**src/rtl/traffic_lamp_driver.sv**
```systemverilog
// Drives one-hot red/yellow/green lamps for NUM_CH approaches from 2-bit colour codes.
// Supports night flashing, a timed lamp test and a latching conflict/invalid-code monitor.
module traffic_lamp_driver #(
    parameter int NUM_CH      = 2,
    parameter int BLINK_DIV   = 25000000,
    parameter int LT_STEP     = 50000000,
    parameter int VIOL_CYCLES = 2
) (
    input  logic                  clk,
    input  logic                  rst_n,
    input  logic [2*NUM_CH-1:0]   color_in,
    input  logic                  flash_req,
    input  logic                  lamp_test_start,
    input  logic                  fault_clear,
    output logic [NUM_CH-1:0]     red,
    output logic [NUM_CH-1:0]     yellow,
    output logic [NUM_CH-1:0]     green,
    output logic                  fault,
    output logic                  lamp_test_busy
);

    localparam int BW = (BLINK_DIV > 2) ? $clog2(BLINK_DIV) : 1;
    localparam int LW = (LT_STEP > 1) ? $clog2(LT_STEP) : 1;
    localparam int VW = $clog2(VIOL_CYCLES + 1);

    localparam logic [1:0] C_RED     = 2'd0;
    localparam logic [1:0] C_YELLOW  = 2'd1;
    localparam logic [1:0] C_GREEN   = 2'd2;
    localparam logic [1:0] C_INVALID = 2'd3;

    localparam logic [BW-1:0] BLINK_LAST = BW'(BLINK_DIV - 1);
    localparam logic [LW-1:0] LT_LAST    = LW'(LT_STEP - 1);
    localparam logic [VW-1:0] VIOL_LAST  = VW'(VIOL_CYCLES - 1);

    typedef enum logic [1:0] {
        ST_NORMAL    = 2'd0,
        ST_FLASH     = 2'd1,
        ST_LAMP_TEST = 2'd2,
        ST_FAULT     = 2'd3
    } state_t;

    typedef enum logic [1:0] {
        LT_RED    = 2'd0,
        LT_YELLOW = 2'd1,
        LT_GREEN  = 2'd2
    } lt_step_t;

    state_t            state_reg, state_next;
    lt_step_t          lt_step_reg, lt_step_next;
    logic [LW-1:0]     lt_cnt_reg, lt_cnt_next;
    logic [BW-1:0]     blink_cnt_reg, blink_cnt_next;
    logic              blink_phase_reg, blink_phase_next;
    logic [VW-1:0]     viol_cnt_reg, viol_cnt_next;
    logic [1:0]        held_reg [NUM_CH];
    logic [1:0]        held_next [NUM_CH];

    logic [1:0]        code [NUM_CH];
    logic [NUM_CH-1:0] active;
    logic [NUM_CH-1:0] invalid;
    logic              multi_active;
    logic              violation;
    logic              monitored;
    logic              blink_entry;

    logic [NUM_CH-1:0] red_next, yellow_next, green_next;
    logic              fault_next, busy_next;

    // Per-channel decode and held-colour update; code 3 keeps the last valid colour.
    genvar gi;
    generate
        for (gi = 0; gi < NUM_CH; gi++) begin : g_ch
            assign code[gi]    = color_in[2*gi +: 2];
            assign active[gi]  = (code[gi] == C_YELLOW) || (code[gi] == C_GREEN);
            assign invalid[gi] = (code[gi] == C_INVALID);
            assign held_next[gi] = ((state_reg != ST_LAMP_TEST) && !invalid[gi])
                                   ? code[gi] : held_reg[gi];
        end
    endgenerate

    // Clearing the lowest set bit leaves something only if two or more channels are active.
    assign multi_active = |(active & (active - NUM_CH'(1)));
    assign violation    = multi_active || (|invalid);
    assign monitored    = (state_reg == ST_NORMAL) || (state_reg == ST_FLASH);

    always_comb begin
        state_next    = state_reg;
        lt_step_next  = lt_step_reg;
        lt_cnt_next   = lt_cnt_reg;
        viol_cnt_next = '0;

        case (state_reg)
            ST_NORMAL, ST_FLASH: begin
                viol_cnt_next = violation ? (viol_cnt_reg + VW'(1)) : '0;
                if (violation && (viol_cnt_reg == VIOL_LAST)) begin
                    state_next    = ST_FAULT;
                    viol_cnt_next = '0;
                end else if (lamp_test_start) begin
                    state_next   = ST_LAMP_TEST;
                    lt_step_next = LT_RED;
                    lt_cnt_next  = '0;
                end else begin
                    state_next = flash_req ? ST_FLASH : ST_NORMAL;
                end
            end
            ST_LAMP_TEST: begin
                if (lt_cnt_reg == LT_LAST) begin
                    lt_cnt_next = '0;
                    case (lt_step_reg)
                        LT_RED:    lt_step_next = LT_YELLOW;
                        LT_YELLOW: lt_step_next = LT_GREEN;
                        default:   state_next   = flash_req ? ST_FLASH : ST_NORMAL;
                    endcase
                end else begin
                    lt_cnt_next = lt_cnt_reg + LW'(1);
                end
            end
            ST_FAULT: begin
                if (fault_clear && !violation) begin
                    state_next = flash_req ? ST_FLASH : ST_NORMAL;
                end
            end
            default: state_next = ST_NORMAL;
        endcase
    end

    // Restarting the blink timer on entry guarantees the first half-period is lit.
    assign blink_entry = ((state_next == ST_FLASH) && (state_reg != ST_FLASH)) ||
                         ((state_next == ST_FAULT) && (state_reg != ST_FAULT));

    always_comb begin
        blink_cnt_next   = blink_cnt_reg + BW'(1);
        blink_phase_next = blink_phase_reg;
        if (blink_entry) begin
            blink_cnt_next   = '0;
            blink_phase_next = 1'b1;
        end else if (blink_cnt_reg == BLINK_LAST) begin
            blink_cnt_next   = '0;
            blink_phase_next = ~blink_phase_reg;
        end
    end

    // Lamp drive is decoded from next-state values so the outputs can be registered.
    generate
        for (gi = 0; gi < NUM_CH; gi++) begin : g_lamp
            logic normal_mode, flash_lit, fault_lit, lt_mode;
            assign normal_mode = (state_next == ST_NORMAL);
            assign flash_lit   = (state_next == ST_FLASH) && blink_phase_next;
            assign fault_lit   = (state_next == ST_FAULT) && blink_phase_next;
            assign lt_mode     = (state_next == ST_LAMP_TEST);

            if (gi == 0) begin : g_main
                assign red_next[gi]    = (normal_mode && (held_next[gi] == C_RED)) ||
                                         fault_lit || (lt_mode && (lt_step_next == LT_RED));
                assign yellow_next[gi] = (normal_mode && (held_next[gi] == C_YELLOW)) ||
                                         flash_lit || (lt_mode && (lt_step_next == LT_YELLOW));
            end else begin : g_side
                assign red_next[gi]    = (normal_mode && (held_next[gi] == C_RED)) ||
                                         flash_lit || fault_lit ||
                                         (lt_mode && (lt_step_next == LT_RED));
                assign yellow_next[gi] = (normal_mode && (held_next[gi] == C_YELLOW)) ||
                                         (lt_mode && (lt_step_next == LT_YELLOW));
            end
            assign green_next[gi] = (normal_mode && (held_next[gi] == C_GREEN)) ||
                                    (lt_mode && (lt_step_next == LT_GREEN));
        end
    endgenerate

    assign fault_next = (state_next == ST_FAULT);
    assign busy_next  = (state_next == ST_LAMP_TEST);

    always_ff @(posedge clk or negedge rst_n) begin
        if (!rst_n) begin
            state_reg       <= ST_NORMAL;
            lt_step_reg     <= LT_RED;
            lt_cnt_reg      <= '0;
            blink_cnt_reg   <= '0;
            blink_phase_reg <= 1'b1;
            viol_cnt_reg    <= '0;
            for (int i = 0; i < NUM_CH; i++) begin
                held_reg[i] <= C_RED;
            end
            red            <= '1;
            yellow         <= '0;
            green          <= '0;
            fault          <= 1'b0;
            lamp_test_busy <= 1'b0;
        end else begin
            state_reg       <= state_next;
            lt_step_reg     <= lt_step_next;
            lt_cnt_reg      <= lt_cnt_next;
            blink_cnt_reg   <= blink_cnt_next;
            blink_phase_reg <= blink_phase_next;
            viol_cnt_reg    <= viol_cnt_next;
            for (int i = 0; i < NUM_CH; i++) begin
                held_reg[i] <= held_next[i];
            end
            red            <= red_next;
            yellow         <= yellow_next;
            green          <= green_next;
            fault          <= fault_next;
            lamp_test_busy <= busy_next;
        end
    end

endmodule

```
**config.mk**
```make
export PLATFORM = sky130hd
export DESIGN_NAME = traffic_lamp_driver
export DESIGN_NICKNAME = d
export VERILOG_FILES = /design/src/rtl/traffic_lamp_driver.sv
export SDC_FILE = /design/constraint.sdc
export NUM_CORES = 1
export LEC_CHECK = 0
export ABC_AREA = 1
export BUFFER_PORTS_ARGS = -buffer_cell sky130_fd_sc_hd__buf_2
export CORE_ASPECT_RATIO = 1.1
export CORE_UTILIZATION = 48
export CTS_CLUSTER_SIZE = 25
export DETAILED_ROUTE_END_ITERATION = 10
export PLACE_DENSITY = 0.7
export SLEW_MARGIN = 20
export SYNTH_ARGS = -nofsm -noshare
export SYNTH_HDL_FRONTEND = slang
export SYNTH_SLANG_ARGS = --single-unit
```
**constraint.sdc**
```tcl
create_clock -name clk -period 4.4 [get_ports clk]
set_input_delay 0.44 -clock clk [delete_from_list [all_inputs] [get_ports clk]]
set_output_delay 0.44 -clock clk [all_outputs]
set_load 0.005 [all_outputs]
```
# Word level (Yosys, flattened, before mapping)
# Index checks and enable logic that the tools add are counted.
# classes
add_sub_neg	4
n_eq_ne	27
muxes	25
bitwise_logic	2
n_reduce_logical	46
# ops
operator	n
2-to-1 mux 26 bit	3
one-hot mux 26 bit (2 select lines)	1
2-to-1 mux 25 bit	2
adder 26 x 1 -> 26 bit (second input constant)	1
equality test 26 bit (second input constant)	1
2-to-1 mux 2 bit	13
adder 25 x 1 -> 25 bit (second input constant)	1
equality test 25 bit (second input constant)	1
equality test 2 bit (second input constant)	11
equality test 2 x 1 -> 1 bit (second input constant)	9
logical AND 1 bit	17
logical OR 1 bit	14
zero test 2 bit	6
!= test 2 bit (second input constant)	4
one-hot mux 2 bit (2 select lines)	2
OR reduction 2 bit	4
one-hot mux 2 bit (3 select lines)	1
zero test 1 bit	3
2-to-1 mux 1 bit	3
AND reduction 3 bit	1
adder 2 x 1 -> 2 bit (second input constant)	1
bitwise AND 2 bit	1
!= test 2 x 1 -> 1 bit (second input constant)	1
nonzero test 2 bit	1
2 further kinds	2
# word_totals
regBits	70
inputBits	9
wordCells	117

# Logic depth before layout (Yosys ltp)
# depth
ltp_word	18
ltp_mapped	13

# Worst setup path before layout
# No wires, ideal clock.
# synth_path
kind	input port to flip-flop
startpoint	input port color_in[2]
endpoint	register blink_cnt_reg[11]
t_required_ps	4285
setup_ps	115
setup_slack_ps	2562
arrival_time_ps	1724
stages	12
n_path_buf	1
cell_sequence	ha_1 > nand2_1 > nand3_1 > nand3_2 > inv_1 > nor2_1 > nand2_2 > inv_2 > nand3_4 > nand3_4 > buf_8 > nor2_2
# synth_via
elab_chain_cells	14
word_cells_on_any_way	21
# synth_lines
item	line_no	rtl
from (decl)	11	input logic [2*NUM_CH-1:0] color_in,
equality test 2 x 1 -> 1 bit or equality test 2 bit (tied branches)	73	assign active[gi] = (code[gi] == C_YELLOW) || (code[gi] == C_GREEN);
logical OR 1 bit	73	
subtractor 2 x 1 -> 2 bit	81	assign multi_active = |(active & (active - NUM_CH'(1)));
bitwise AND 2 bit	81	
OR reduction 2 bit	81	
logical OR 1 bit *	82	assign violation = multi_active || (|invalid);
zero test 1 bit	118	if (fault_clear && !violation) begin
logical AND 1 bit	118	
2-to-1 mux 2 bit	118	
one-hot mux 2 bit (3 select lines) *	91	case (state_reg)
via state_next[1]	48	state_t state_reg, state_next;
equality test 2 x 1 -> 1 bit or equality test 2 bit (tied branches)	127, 128	
logical AND 1 bit (on tied branches)	127, 128	
logical OR 1 bit *	127	assign blink_entry = ((state_next == ST_FLASH) && (state_reg != ST_FLASH)) ||
2-to-1 mux 25 bit *	133	if (blink_entry) begin
via blink_cnt_next[11]	51	logic [BW-1:0] blink_cnt_reg, blink_cnt_next;
to (signal assigned)	191	blink_cnt_reg <= blink_cnt_next;
to (decl)	51	
# Mark *: on every way through the listed nets, which the timed path passes. The rest lies on a longest branch.
# A chain may end at the register's enable or synchronous reset.

# Worst setup path in the final report
# layout_path
startpoint	register state_reg[0]
endpoint	register lt_cnt_reg[12]
# layout_via
elab_chain_cells	4
word_cells_on_any_way	9
# layout_lines
item	line_no	rtl
from (decl)	48	
from (signal assigned)	188	state_reg <= state_next;
equality test 2 x 1 -> 1 bit or zero test 2 bit (tied branches)	91	
OR reduction 2 bit	91	
!= test 2 bit (no line) or nonzero test 2 bit (tied branches)	-	
AND reduction 3 bit (no line)	-	
to (signal assigned)	190	lt_cnt_reg <= lt_cnt_next;
to (decl)	50	logic [LW-1:0] lt_cnt_reg, lt_cnt_next;
# Several ways; a longest one is shown, not always the timed one.

==> impl_results.html <==
<table>
<tr><th>Metric</th><th>Value</th></tr>
<tr><th colspan="2">Finish</th></tr>
<tr><td>Fillers</td><td>slightly below 800</td></tr>
<tr><td>Layout area overhead</td><td>9.908%</td></tr>
<tr><td>Largest register FFs</td><td>26</td></tr>
<tr><td>Final Instance Area</td><td>between 4000 and 5000 µm²</td></tr>
<tr><td>Share of cells above drive strength 1</td><td>~13%</td></tr>
<tr><td>Core utilization of the finished layout</td><td>between 50% and 60%</td></tr>
<tr><td>Antenna diode count</td><td>0</td></tr>
<tr><td>Total number of nets in the final design</td><td>620</td></tr>
<tr><td>Area used by sequential logic in the layout</td><td>1755 µm²</td></tr>
<tr><td>Multi-input gate area in the final layout</td><td>2062 µm²</td></tr>
<tr><th colspan="2">Critical path</th></tr>
<tr><td>R2R setup slack</td><td>around 2.2 ns</td></tr>
<tr><td>Setup CP Type</td><td>reg2reg</td></tr>
<tr><td>Worst r2r path cells</td><td>7</td></tr>
<tr><td>FF-to-FF End</td><td>lt_cnt_reg[12]$_DFFE_PN0P_</td></tr>
<tr><td>Category of the worst setup path launch point</td><td>register</td></tr>
<tr><td>CP Max Fanout</td><td>12</td></tr>
<tr><td>Worst reg2reg path startpoint</td><td>state_reg[0]$_DFF_PN0_</td></tr>
<tr><td>Critical path required time</td><td>4.64 ns</td></tr>
<tr><td>Data arrival time at the worst-slack endpoint</td><td>2.47 ns</td></tr>
<tr><td>Category of the worst setup path capture point</td><td>register</td></tr>
<tr><td>Setup crit start</td><td>state_reg[0]$_DFF_PN0_</td></tr>
<tr><th colspan="2">Yosys</th></tr>
<tr><td>Post-synth cell types</td><td>40</td></tr>
<tr><td>Syn Nets</td><td>slightly below 600</td></tr>
<tr><td>Ranking of synthesized cells by instance count</td><td>138 x sky130_fd_sc_hd__nand2_1, 89 x sky130_fd_sc_hd__inv_1, 67 x sky130_fd_sc_hd__dfrtp_1, 66 x sky130_fd_sc_hd__nor2_1, 41 x sky130_fd_sc_hd__nand3_1</td></tr>
<tr><td>Mean area per synthesized cell</td><td>roughly 7.3 µm²</td></tr>
<tr><td>Gate Count Post-Synth</td><td>580</td></tr>
<tr><td>Synth warnings</td><td>0</td></tr>
<tr><td>Number of flops mapped to enable cells by yosys</td><td>0</td></tr>
<tr><td>Most used flip-flop cell after synthesis</td><td>sky130_fd_sc_hd__dfrtp_1</td></tr>
<tr><td>Portion of the post-synthesis area used by sequential elements</td><td>41.74%</td></tr>
<tr><td>Count leader, synth</td><td>sky130_fd_sc_hd__nand2_1</td></tr>
<tr><td>Yosys reg bits</td><td>70</td></tr>
<tr><td>Post-synth top area cell</td><td>sky130_fd_sc_hd__dfrtp_1</td></tr>
<tr><td>Largest cells by area after synthesis</td><td>sky130_fd_sc_hd__dfrtp_1 40%, sky130_fd_sc_hd__nand2_1 12%, sky130_fd_sc_hd__inv_1 7.9%</td></tr>
<tr><td>Post-synthesis async set-or-reset flop share</td><td>100.0%</td></tr>
<tr><td>Portion of synthesized cell area occupied by the leading cell type</td><td>roughly two fifths</td></tr>
<tr><td>Synthesized area</td><td>roughly 4200 µm²</td></tr>
<tr><th colspan="2">STA</th></tr>
<tr><td>Final Skew</td><td>0.01132 ns</td></tr>
<tr><td>Post-layout min period</td><td>2.234 ns</td></tr>
<tr><td>Max Freq</td><td>447.7 MHz</td></tr>
<tr><td>Setup TNS</td><td>0 ns</td></tr>
<tr><td>Slew at the pin with the worst max-slew slack</td><td>0.8970 ns</td></tr>
<tr><td>Fraction of the cycle the final worst path needs</td><td>50.77%</td></tr>
<tr><td>Unrepaired setup endpoints after global routing</td><td>false</td></tr>
<tr><td>Setup Viol. Count Final</td><td>0</td></tr>
<tr><td>Relative slew slack</td><td>between 40% and 50%</td></tr>
<tr><td>Number of pins exceeding their max-slew limit in the final report</td><td>0</td></tr>
<tr><td>Final hold slack</td><td>approximately 0.30 ns</td></tr>
<tr><td>Final hold violations</td><td>0</td></tr>
<tr><th colspan="2">Clocking</th></tr>
<tr><td>CTS-repair resized insts</td><td>0</td></tr>
<tr><td>Clk slew on worst S/H paths</td><td>~0.08 ns</td></tr>
<tr><td>Clock sink count</td><td>70</td></tr>
<tr><td>TritonCTS buffer count</td><td>9</td></tr>
<tr><td>Count of hold buffers inserted by post-cts repair</td><td>0</td></tr>
<tr><td>Number of H-tree levels</td><td>3</td></tr>
<tr><td>Clock tree from TritonCTS</td><td>yes</td></tr>
<tr><td>CTS Buffer Depth</td><td>2</td></tr>
<tr><td>Setup bufs post-CTS</td><td>0</td></tr>
<tr><td>CTS root buf</td><td>sky130_fd_sc_hd__clkbuf_8</td></tr>
<tr><td>Clock latency reported for the late side of the worst-skew pair</td><td>roughly 0.35 ns</td></tr>
<tr><th colspan="2">Floorplan</th></tr>
<tr><td>Num ports</td><td>17</td></tr>
<tr><td>Area of the die</td><td>between 9000 and 10000 µm²</td></tr>
<tr><td>Site Rows</td><td>35</td></tr>
<tr><td>Die Span Y</td><td>100.2 µm</td></tr>
<tr><td>Die Wd</td><td>91.25 µm</td></tr>
<tr><td>Starting density of the core</td><td>49.76%</td></tr>
<tr><td>Area of the placeable core</td><td>~8500 µm²</td></tr>
<tr><th colspan="2">Global routing</th></tr>
<tr><td>Via count of the first global-routing pass</td><td>roughly 3800</td></tr>
<tr><td>Maximum number of pins on one net before global-route repair</td><td>71</td></tr>
<tr><td>Total Routing Usage GR</td><td>23.15%</td></tr>
<tr><td>Global route total overflow</td><td>0</td></tr>
<tr><td>Number of antenna violations at the first check in global routing</td><td>0</td></tr>
<tr><td>Wire length of the first global-routing pass</td><td>16860 µm</td></tr>
<tr><th colspan="2">Drt</th></tr>
<tr><td>DRC marker count from the first detailed-route iteration</td><td>around 260</td></tr>
<tr><td>Vias post-DR</td><td>3849</td></tr>
<tr><td>Number of iterations in the first detailed-routing pass</td><td>5</td></tr>
<tr><td>Routed vias/inst</td><td>around 5.3</td></tr>
<tr><td>Remaining antenna violation count after routing</td><td>0</td></tr>
<tr><td>Post-Route WL</td><td>9779 µm</td></tr>
<tr><td>DR DRC count</td><td>0</td></tr>
<tr><td>WL/cell</td><td>13.58 µm</td></tr>
<tr><th colspan="2">Power and ir drop</th></tr>
<tr><td>Worst vdd ir</td><td>271.3 µV</td></tr>
<tr><td>Pleak</td><td>approximately 2.1 nW</td></tr>
<tr><td>Pwr per Cell Area</td><td>around 520 nW/µm²</td></tr>
<tr><th colspan="2">Run</th></tr>
<tr><td>Number of max-capacitance violations reported</td><td>0</td></tr>
<tr><th colspan="2">Worst hold path</th></tr>
<tr><td>Hold/Removal Path Class</td><td>in2async</td></tr>
<tr><th colspan="2">Placement</th></tr>
<tr><td>Number of port buffers</td><td>16</td></tr>
<tr><td>Weighted congestion at the end of routability-driven global placement</td><td>between 0.9 and 1</td></tr>
<tr><td>Post-placement cell area</td><td>roughly 4400 µm²</td></tr>
<tr><td>Total half-perimeter wirelength after legalization and detailed placement</td><td>approximately 7100 µm</td></tr>
<tr><th colspan="2">Run status</th></tr>
<tr><td>Result of the run</td><td>finished, final reports clean</td></tr>
</table>
[metal layers]
layer	global-route usage [%]	part of all wire [%]	vias to the layer above
met1	28.43	46	1809
met3	4.470	3.9	17
met4	9.402	2.0	0
met5	0	0	-
li1	-	-	1928
met2	40.21	48	95
[cells by family after synthesis]
| kind of cell | count (synthesis) | share of synthesized area, % |
|---|---|---|
| simple gates | 337 | 37.13 |
| flops | 70 | 41.74 |
| fa+ha+maj | 7 | 2.083 |
| compound gates | 62 | 8.569 |
| buf+inv | 98 | 9.223 |
| xor+xnor | 6 | 1.250 |
[metrics by stage]
stage                     cells  worst slack (ns)  power, W
after floorplan             580             2.562  0.001583
final                       720             2.166  0.002384
after detailed placement    704             1.850  0.001802
after CTS                   720             2.168  0.002391
after global routing        720             1.969  0.002557
after global placement      704             1.890  0.001785
[layout by cell type (no fill, tap or decap), types with 2 or more instances in the layout]
cell type	n
sky130_fd_sc_hd__a21oi_1	15
sky130_fd_sc_hd__nor3_1	29
sky130_fd_sc_hd__dfstp_2	3
sky130_fd_sc_hd__o22ai_1	5
sky130_fd_sc_hd__nand3_1	41
sky130_fd_sc_hd__inv_2	3
sky130_fd_sc_hd__dfrtp_1	67
sky130_fd_sc_hd__a31oi_1	2
sky130_fd_sc_hd__nand3b_1	2
sky130_fd_sc_hd__o31ai_1	6
sky130_fd_sc_hd__buf_4	2
sky130_fd_sc_hd__bufinv_16	2
sky130_fd_sc_hd__nand2_2	5
sky130_fd_sc_hd__clkbuf_8	9
sky130_fd_sc_hd__nand3_2	2
sky130_fd_sc_hd__o21ai_0	28
sky130_fd_sc_hd__nor4_1	5
sky130_fd_sc_hd__or2_2	6
sky130_fd_sc_hd__nor3_2	2
sky130_fd_sc_hd__nand2_1	138
sky130_fd_sc_hd__nor2_2	17
sky130_fd_sc_hd__inv_1	89
sky130_fd_sc_hd__nor2_1	66
sky130_fd_sc_hd__ha_1	7
sky130_fd_sc_hd__nand4_1	18
sky130_fd_sc_hd__clkinvlp_4	2
sky130_fd_sc_hd__buf_2	16
sky130_fd_sc_hd__xor2_1	5
sky130_fd_sc_hd__nand3_4	2
[layout make-up]
| cell class | instances | share of cell area (%) |
|---|---|---|
| clock inverters | 7 | 2.112 |
| inverters | 93 | 7.553 |
| clock buffers | 9 | 2.680 |
| well taps | 111 | 3.005 |
| repair buffers | 18 | 2.057 |
| multi-input cells | 412 | 44.61 |
| flip-flops and latches | 70 | 37.98 |
[critical path, stage by stage (launching register included)]
cell	delay, ns
sky130_fd_sc_hd__dfrtp_1	0.42
sky130_fd_sc_hd__inv_1	0.08
sky130_fd_sc_hd__nand2_1	0.29
sky130_fd_sc_hd__nand2_1	0.48
sky130_fd_sc_hd__buf_4	0.27
sky130_fd_sc_hd__clkinv_1	0.27
sky130_fd_sc_hd__nor3_1	0.26
sky130_fd_sc_hd__nor3_1	0.06
[worst max path at each step]
| stage | end | cells past startpoint |
|---|---|---|
| 2_1_floorplan | blink_cnt_reg[11]$_DFF_PN0_ | 12 |
| 5_1_grt | lt_cnt_reg[11]$_DFFE_PN0P_ | 6 |
| 3_5_place_dp | lt_cnt_reg[11]$_DFFE_PN0P_ | 11 |
| 4_1_cts | lt_cnt_reg[11]$_DFFE_PN0P_ | 7 |
| 3_3_place_gp | lt_cnt_reg[12]$_DFFE_PN0P_ | 11 |
| 6_report | lt_cnt_reg[12]$_DFFE_PN0P_ | 7 |
[report_power, final]
group	switching (W)	internal, W
clock	0.000261	0.000321
sequential	0.000149	0.000821
combinational	0.000574	0.000259
No activity file was read; power rests on OpenSTA's default activity.
